<file path="config.mk">
export PLATFORM = sky130hd
export DESIGN_NAME = econ_input_assembler_flat
export DESIGN_NICKNAME = d
export VERILOG_FILES = /design/src/rtl/econ_input_assembler_if.sv /design/src/rtl/econ_input_assembler.sv /design/src/flat_wrapper.sv
export SDC_FILE = /design/constraint.sdc
export NUM_CORES = 2
export LEC_CHECK = 0
export ABC_AREA = 1
export CAP_MARGIN = 20
export CORE_MARGIN = 8
export CORE_UTILIZATION = 50
export DETAILED_ROUTE_END_ITERATION = 6
export GPL_TIMING_DRIVEN = 0
export PLACE_DENSITY = 0.74
export RECOVER_POWER = 25
export SLEW_MARGIN = 0
export SYNTH_ARGS = -nofsm -noshare
export SYNTH_HDL_FRONTEND = slang
export SYNTH_SLANG_ARGS = --single-unit
</file>
<file path="constraint.sdc">
create_clock -name clk -period 187.8 [get_ports clk]
set_input_delay 28.17 -clock clk [delete_from_list [all_inputs] [get_ports clk]]
set_output_delay 28.17 -clock clk [all_outputs]
set_load 0.005 [all_outputs]
</file>
<file path="src/rtl/econ_input_assembler_if.sv">
// Bus bundle for econ_input_assembler: narrow word stream in, wide rsc-style frame out.
// slave modport is the assembler view; master modport is the producer/consumer view.
interface econ_input_assembler_if #(
  parameter int unsigned N_WORDS = 48,
  parameter int unsigned WORD_W  = 18
);
  localparam int unsigned FRAME_W = N_WORDS * WORD_W;

  logic [WORD_W-1:0]  in_dat;
  logic               in_vld;
  logic               in_rdy;
  logic               in_last;
  logic [FRAME_W-1:0] out_rsc_dat;
  logic               out_rsc_vld;
  logic               out_rsc_rdy;
  logic               frame_err;

  modport slave (
    input  in_dat, in_vld, in_last, out_rsc_rdy,
    output in_rdy, out_rsc_dat, out_rsc_vld, frame_err
  );

  modport master (
    output in_dat, in_vld, in_last, out_rsc_rdy,
    input  in_rdy, out_rsc_dat, out_rsc_vld, frame_err
  );
endinterface

</file>
<file path="src/rtl/econ_input_assembler.sv">
// econ_input_assembler: packs N_WORDS input words into one frame for the econV0
// encoder input port (input_48_rsc_dat/vld/rdy). Word 0 lands in the LSBs.
// The next frame assembles while the previous one is held; only the final word
// of a frame can stall. Optional saturating error counter: ECON_ASM_ERRCNT_EN.
module econ_input_assembler #(
  parameter int unsigned N_WORDS = 48,
  parameter int unsigned WORD_W  = 18
) (
  input  logic                  clk,
  input  logic                  rst,
  econ_input_assembler_if.slave bus
`ifdef ECON_ASM_ERRCNT_EN
  ,
  input  logic                  err_clr,
  output logic [7:0]            err_count
`endif
);

  localparam int unsigned FRAME_W = N_WORDS * WORD_W;
  localparam int unsigned CNT_W   = (N_WORDS > 1) ? $clog2(N_WORDS) : 1;
  localparam logic [CNT_W-1:0] LAST_IDX = CNT_W'(N_WORDS - 1);

  logic [CNT_W-1:0]   cnt_q, cnt_d;
  logic [FRAME_W-1:0] asm_q, asm_d;
  logic [FRAME_W-1:0] dat_q, dat_d;
  logic               vld_q, vld_d;
  logic               err_q, err_d;
  logic               in_rdy_c;
  logic               accept_c;

  // Ready unless the last word would overwrite a frame that is still held.
  always_comb begin
    in_rdy_c = !rst && ((cnt_q != LAST_IDX) || !vld_q || bus.out_rsc_rdy);
    accept_c = bus.in_vld && in_rdy_c;
  end

  // Next-state: word placement, frame hand-off, framing-error detection.
  always_comb begin
    cnt_d = cnt_q;
    asm_d = asm_q;
    dat_d = dat_q;
    vld_d = vld_q;
    err_d = 1'b0;

    if (vld_q && bus.out_rsc_rdy) begin
      vld_d = 1'b0;
    end

    if (accept_c) begin
      if (cnt_q == LAST_IDX) begin
        // Completed frame: assembly bits plus the incoming top word.
        dat_d = asm_q;
        dat_d[FRAME_W-1 -: WORD_W] = bus.in_dat;
        vld_d = 1'b1;
        cnt_d = '0;
        asm_d = '0;
        err_d = !bus.in_last;
      end else if (bus.in_last) begin
        // Early last: drop the partial frame.
        cnt_d = '0;
        asm_d = '0;
        err_d = 1'b1;
      end else begin
        cnt_d = cnt_q + CNT_W'(1);
        for (int k = 0; k < int'(N_WORDS) - 1; k++) begin
          if (cnt_q == CNT_W'(k)) begin
            asm_d[k*WORD_W +: WORD_W] = bus.in_dat;
          end
        end
      end
    end
  end

  // State registers.
  always_ff @(posedge clk or posedge rst) begin
    if (rst) begin
      cnt_q <= '0;
      asm_q <= '0;
      dat_q <= '0;
      vld_q <= 1'b0;
      err_q <= 1'b0;
    end else begin
      cnt_q <= cnt_d;
      asm_q <= asm_d;
      dat_q <= dat_d;
      vld_q <= vld_d;
      err_q <= err_d;
    end
  end

  assign bus.in_rdy      = in_rdy_c;
  assign bus.out_rsc_dat = dat_q;
  assign bus.out_rsc_vld = vld_q;
  assign bus.frame_err   = err_q;

`ifdef ECON_ASM_ERRCNT_EN
  logic [7:0] err_cnt_q, err_cnt_d;

  // Saturating count of frame_err pulses; clear wins over increment.
  always_comb begin
    err_cnt_d = err_cnt_q;
    if (err_clr) begin
      err_cnt_d = 8'd0;
    end else if (err_q && (err_cnt_q != 8'hFF)) begin
      err_cnt_d = err_cnt_q + 8'd1;
    end
  end

  // Error counter register.
  always_ff @(posedge clk or posedge rst) begin
    if (rst) begin
      err_cnt_q <= 8'd0;
    end else begin
      err_cnt_q <= err_cnt_d;
    end
  end

  assign err_count = err_cnt_q;
`endif

endmodule

</file>
<file path="src/flat_wrapper.sv">
// flat-port wrapper written by rule: the top's interface ports become plain ports
module econ_input_assembler_flat 
#(
  parameter int unsigned N_WORDS = 48,
  parameter int unsigned WORD_W  = 18
)
  (clk, rst, bus_in_dat, bus_in_vld, bus_in_last, bus_out_rsc_rdy, bus_in_rdy, bus_out_rsc_dat, bus_out_rsc_vld, bus_frame_err);
  econ_input_assembler_if #(.N_WORDS(N_WORDS), .WORD_W(WORD_W)) bus_i ();
  input  logic clk;
  input  logic rst;
  input wire logic [$bits(bus_i.in_dat)-1:0] bus_in_dat;
  input wire logic [$bits(bus_i.in_vld)-1:0] bus_in_vld;
  input wire logic [$bits(bus_i.in_last)-1:0] bus_in_last;
  input wire logic [$bits(bus_i.out_rsc_rdy)-1:0] bus_out_rsc_rdy;
  output wire logic [$bits(bus_i.in_rdy)-1:0] bus_in_rdy;
  output wire logic [$bits(bus_i.out_rsc_dat)-1:0] bus_out_rsc_dat;
  output wire logic [$bits(bus_i.out_rsc_vld)-1:0] bus_out_rsc_vld;
  output wire logic [$bits(bus_i.frame_err)-1:0] bus_frame_err;
  assign bus_i.in_dat = bus_in_dat;
  assign bus_i.in_vld = bus_in_vld;
  assign bus_i.in_last = bus_in_last;
  assign bus_i.out_rsc_rdy = bus_out_rsc_rdy;
  assign bus_in_rdy = bus_i.in_rdy;
  assign bus_out_rsc_dat = bus_i.out_rsc_dat;
  assign bus_out_rsc_vld = bus_i.out_rsc_vld;
  assign bus_frame_err = bus_i.frame_err;
  econ_input_assembler #(.N_WORDS(N_WORDS), .WORD_W(WORD_W)) u_core (.clk(clk), .rst(rst), .bus(bus_i));
endmodule
</file>
Word-level counts from Yosys, hierarchy flattened
Index checks and enable logic that the tools add are counted.
- add/sub/neg operators: 1
- eq/ne operators: 48
- mux-type cells: 57
- reductions and logical operators: 104
- operators by type and width (cell ; count):
    $mux 846 ; 2
    $mux 18 ; 47
    $reduce_bool 3->1 ; 47
    $eq 6x5->1 const B ; 16
    $eq 6x6->1 const B ; 16
    $reduce_and 2->1 ; 48
    $eq 6x4->1 const B ; 8
    $eq 6x3->1 const B ; 4
    $eq 6x2->1 const B ; 2
    $mux 6 ; 2
    $add 6x1->6 const B ; 1
    $eq 6x1->1 const B ; 1
    $logic_not 6->1 ; 1
    $mux 1 ; 6
    $ne 6x6->1 const B ; 1
    $logic_and 1x1->1 ; 3
    $logic_not 1->1 ; 3
    $logic_or 1x1->1 ; 2
- register bits after elaboration: 1718
- input port bits: 23
- output and inout port bits: 867
- logic and storage cells: 261

Depth between registers and ports, before layout
- depth in word-level cells: 6
- depth in mapped cells: 12
- mapped depth without buffers: 9

Worst setup path after synthesis
OpenSTA, ideal clock, no wires.
- path kind: in2out
- from: in rst
- to: out bus_in_rdy
- arrival time: 72.648 ns
- required time: 159.630 ns
- setup slack: 86.982 ns
- cell stages on the path: 3
- path buffers: 0
- cells stage by stage: clkinv_1 -> nand2_1 -> inv_1
- word-level cells in the longest chain between the ends: 2
- RTL lines (item ; line ; source):
    from (decl) ; flat_wrapper.sv:10 ; input logic rst;
    $logic_not 1->1 (no line) ; -- ;
    $logic_and 1x1->1 ; econ_input_assembler.sv:33 ; in_rdy_c = !rst && ((cnt_q != LAST_IDX) || !vld_q || bus.out_rsc_rdy);
    to (decl) ; flat_wrapper.sv:15 ; output wire logic [$bits(bus_i.in_rdy)-1:0] bus_in_rdy;
No other way between the ends.

Worst setup path after layout
Ends and elaborated chain as after synthesis.

==> metrics.txt <==
# TYPE chip_impl_metric gauge
chip_impl_info{name="status",value="finished with violations"} 1
chip_impl_info{name="failed_checks",value="max-capacitance violations, max-slew violations"} 1
chip_impl_metric{name="placeableCoreArea",unit="sq um"} 134000
chip_impl_metric{name="place.port_buffers",unit=""} 889
chip_impl_metric{name="cell_area_synth",unit="sq um"} 67400
chip_impl_metric{name="dp_slack",unit="ns"} 128.52
chip_impl_metric{name="ys_async_sr_fraction",unit="%"} 100
chip_impl_metric{name="min_period_over_period",unit="%"} 35.6
chip_impl_info{name="tritoncts_clock_tree",value="done"} 1
chip_impl_metric{name="synth_edf_count",unit=""} 0
chip_impl_metric{name="die_area",unit="sq um"} 147000
chip_impl_metric{name="maximum_number_of_pins_on_one_net_before_global_route_repair",unit=""} 107
chip_impl_metric{name="cap_viol_max_count",unit=""} 15
chip_impl_metric{name="cts.reportedPaths.clkPinSlew",unit="ns"} 0.06
chip_impl_info{name="dominant_cell_by_count_in_the_synthesized_netlist",value="sky130_fd_sc_hd__nand2_1"} 1
chip_impl_info{name="postSynth.topFlopCell",value="sky130_fd_sc_hd__dfrtp_1"} 1
chip_impl_metric{name="multiInputGateArea",unit="sq um"} 21700
chip_impl_metric{name="cts.repair_timing.setup_buffer_count",unit=""} 0
chip_impl_metric{name="cts_sinks",unit=""} 1718
chip_impl_metric{name="cts-htree-levels",unit=""} 4
chip_impl_metric{name="tightest_slew",unit="ns"} 5.35
chip_impl_metric{name="clock_path_buffers",unit=""} 3
chip_impl_metric{name="final.min_clock_period",unit="ns"} 66.84
chip_impl_metric{name="synthToLayoutAreaGrowth",unit="%"} 25.8
chip_impl_metric{name="cts.hold.buffers_added",unit=""} 0
chip_impl_metric{name="synth_nets",unit=""} 7663
chip_impl_info{name="critical_path_class",value="in2out"} 1
chip_impl_info{name="timing.critical_path.to_type",value="primary output"} 1
chip_impl_info{name="cp-startpoint",value="rst"} 1
chip_impl_metric{name="yosys_warnings",unit=""} 0
chip_impl_info{name="ys_top_cells_by_count",value="4,302 x sky130_fd_sc_hd__nand2_1, 1,718 x sky130_fd_sc_hd__dfrtp_1, 932 x sky130_fd_sc_hd__nand3_1"} 1
chip_impl_metric{name="critPathRequiredTime",unit="ns"} 159.63
chip_impl_metric{name="irDropWorstVdd",unit="mV"} 0.00802
chip_impl_metric{name="synth_top_cell_area_share",unit="%"} 63.8
chip_impl_metric{name="synth_area_per_cell",unit="sq um"} 8.83
chip_impl_info{name="grt_setup_unrepaired",value="false"} 1
chip_impl_info{name="startpoint_type",value="input pin"} 1
chip_impl_metric{name="die_width",unit="microns"} 383
chip_impl_metric{name="number_of_placement_rows",unit=""} 134
chip_impl_metric{name="slew_headroom",unit="%"} -257
chip_impl_info{name="reg2reg_from",value="u_core.cnt_q[0]"} 1
chip_impl_metric{name="syn-instance-count",unit=""} 7636
chip_impl_metric{name="post-route-worst-setup-slack",unit="ns"} 120.96
chip_impl_metric{name="track_usage",unit="%"} 32.9
chip_impl_metric{name="fmaxAchievable",unit="GHz"} 0.0150
chip_impl_metric{name="detail_route.vias_per_cell",unit=""} 5.41
chip_impl_metric{name="synth_seq_cells",unit=""} 1718
chip_impl_info{name="synthDominantAreaCellType",value="sky130_fd_sc_hd__dfrtp_1"} 1
chip_impl_info{name="ranking_of_synthesized_cells_by_area",value="sky130_fd_sc_hd__dfrtp_1 64%, sky130_fd_sc_hd__nand2_1 24%, sky130_fd_sc_hd__nand3_1 6.9%"} 1
chip_impl_metric{name="initial_core_util",unit="%"} 50.4
chip_impl_metric{name="gp_congestion",unit=""} 0.913
chip_impl_info{name="min-delay-start",value="u_core.asm_q[536]"} 1
chip_impl_metric{name="detailed_place_hpwl",unit="microns"} 174000
chip_impl_metric{name="setup_viol_count_final",unit=""} 0
chip_impl_metric{name="fin_skew",unit="ns"} 0.0471
chip_impl_metric{name="ctsResizeCount",unit=""} 0
chip_impl_metric{name="fin_tns_setup",unit="ns"} 0
chip_impl_metric{name="final_antenna_net_count",unit=""} 0
chip_impl_metric{name="synth.distinct_cells",unit=""} 24
chip_impl_metric{name="critPathMaxFanout",unit=""} 99
chip_impl_metric{name="grt_pass1_wl",unit="microns"} 363000
chip_impl_metric{name="io_pins",unit=""} 890
chip_impl_metric{name="post-layout-total-power",unit="uW"} 772
chip_impl_metric{name="grt_antenna_before_repair",unit=""} 5
chip_impl_metric{name="grt_pass1_vias",unit=""} 56900
chip_impl_metric{name="fillerInstances",unit=""} 10900
chip_impl_metric{name="numCtsBuffers",unit=""} 174
chip_impl_metric{name="synth_sequential_area_ratio",unit="%"} 63.8
chip_impl_metric{name="detail_route.wl_per_cell",unit="microns"} 23.2
chip_impl_metric{name="power_density",unit="nW/um^2"} 9.10
chip_impl_info{name="clock-root-buffer",value="sky130_fd_sc_hd__clkbuf_16"} 1
chip_impl_metric{name="final_hold_viol_count",unit=""} 0
chip_impl_metric{name="drt_iter0_markers",unit=""} 5938
chip_impl_metric{name="routed_wl",unit="microns"} 247000
chip_impl_metric{name="fp.dieH",unit="microns"} 383
chip_impl_metric{name="grt_overflow",unit=""} 0
chip_impl_metric{name="timing.final.max_slew_violations",unit=""} 1342
chip_impl_metric{name="holdPathStages",unit=""} 2
chip_impl_metric{name="share_of_post_route_cells_with_drive_strength_above_1",unit="%"} 8.40
chip_impl_metric{name="cp_data_arrival_time",unit="ns"} 38.67
chip_impl_metric{name="dr_vias",unit=""} 57500
chip_impl_info{name="hold_path.class",value="reg2reg"} 1
chip_impl_metric{name="first_pass_iters",unit=""} 7
chip_impl_metric{name="seq_area",unit="sq um"} 43000
chip_impl_metric{name="net_count_final",unit=""} 8753
chip_impl_metric{name="p_leak",unit="nW"} 46.7
chip_impl_metric{name="drc_errors",unit=""} 0
chip_impl_metric{name="insertion_delay",unit="ns"} 0.81
chip_impl_metric{name="timing.reg2reg.worst_path_depth",unit=""} 11
chip_impl_metric{name="finalCoreUtilization",unit="%"} 63.5
[registers in the layout, indices dropped and copies added, names as in the netlist]
name / cells
u_core.bus.out_rsc_dat: 864
u_core.asm_q: 846
u_core.cnt_q: 6
u_core.bus.frame_err: 1
u_core.bus.out_rsc_vld: 1
[critical path, stage by stage]
cell and delay [ns]:
sky130_fd_sc_hd__dlygate4sd3_1 0.57, sky130_fd_sc_hd__clkinvlp_2 1.17, sky130_fd_sc_hd__clkbuf_1 3.29, sky130_fd_sc_hd__clkbuf_1 3.83, sky130_fd_sc_hd__nand2_1 0.45, sky130_fd_sc_hd__inv_1 0.21, sky130_fd_sc_hd__clkdlybuf4s50_1 0.81
[stage by stage]
stage	hold WS (ns)	instance area (sq um)	cells
4_1_cts	0.473	85100	10600
6_report	0.472	84800	10600
5_1_grt	0.484	84800	10600
3_3_place_gp	0.453	78500	10300
2_1_floorplan	0.443	67400	7636
3_5_place_dp	0.459	79100	10300
[layout make-up]
class / instances / area share [%]
Sequential cell: 1718 / 50.7
Multi-Input combinational cell: 5376 / 25.6
Timing Repair Buffer: 914 / 10.8
Clock buffer: 253 / 6.07
Buffer: 504 / 2.99
Tap cell: 1768 / 2.61
Clock inverter: 59 / 0.999
Inverter: 38 / 0.170
Antenna cell: 4 / 0.0118
[cells by family (layout without fill, tap and decap cells)]
logic type               after synthesis  count (layout)  share of synthesized area (%)
AO/OA/AOI/OAI                         26              26                          0.195
XOR/XNOR                               1               1                         0.0130
adder cells (fa/ha/maj)                4               4                         0.0742
buffers and inverters                542            1768                           3.96
flip-flops                          1718            1718                           63.8
other                                  0               4                              0
AND/OR/NAND/NOR                     5345            5345                           32.0
[per-layer routing]
| metal | up-vias | share of wire [%] | GRT usage [%] |
|---|---|---|---|
| li1 | 25900 | - | - |
| met1 | 28300 | 39 | 41.4 |
| met2 | 2687 | 46 | 51.6 |
| met3 | 611 | 9.9 | 10.1 |
| met4 | 4 | 5.7 | 16.8 |
| met5 | - | 0.0093 | 0 |
[report_power, final]
| group | total, mW | leakage (nW) | internal, mW | switching [mW] |
|---|---|---|---|---|
| sequential | 0.375 | 24.0 | 0.373 | 0.00197 |
| clock | 0.363 | 2.95 | 0.214 | 0.149 |
| combinational | 0.0331 | 19.8 | 0.00565 | 0.0275 |
[worst paths after layout]
kind | slack, ns | end
worst max-delay path | 120.96 | bus_in_rdy
worst min-delay path | 0.47 | u_core.asm_q[536]
worst max register to register | 184.29 | u_core.asm_q[219]
worst min register to register | 0.47 | u_core.asm_q[536]
max in group asynchronous | 145.71 | u_core.bus.out_rsc_dat[93]
min in group asynchronous | 28.38 | u_core.asm_q[656]
[layout by cell type (no fill, tap or decap), types with 5 or more instances in the layout]
cell	n
sky130_fd_sc_hd__clkinvlp_4	5
sky130_fd_sc_hd__clkdlybuf4s50_1	842
sky130_fd_sc_hd__nand2_1	4302
sky130_fd_sc_hd__buf_2	318
sky130_fd_sc_hd__nand2_2	20
sky130_fd_sc_hd__nand3_1	932
sky130_fd_sc_hd__nor2_2	30
sky130_fd_sc_hd__buf_8	6
sky130_fd_sc_hd__bufinv_16	17
sky130_fd_sc_hd__clkbuf_16	179
sky130_fd_sc_hd__dfrtp_1	1718
sky130_fd_sc_hd__buf_1	19
sky130_fd_sc_hd__clkbuf_8	39
sky130_fd_sc_hd__nor2_4	23
sky130_fd_sc_hd__clkbuf_1	159
sky130_fd_sc_hd__inv_6	6
sky130_fd_sc_hd__buf_6	9
sky130_fd_sc_hd__buf_4	48
sky130_fd_sc_hd__clkinv_2	26
sky130_fd_sc_hd__o21ai_0	21
sky130_fd_sc_hd__inv_1	32
sky130_fd_sc_hd__nor2_1	30
sky130_fd_sc_hd__dlygate4sd3_1	47
(Power assumes the default switching activity.)
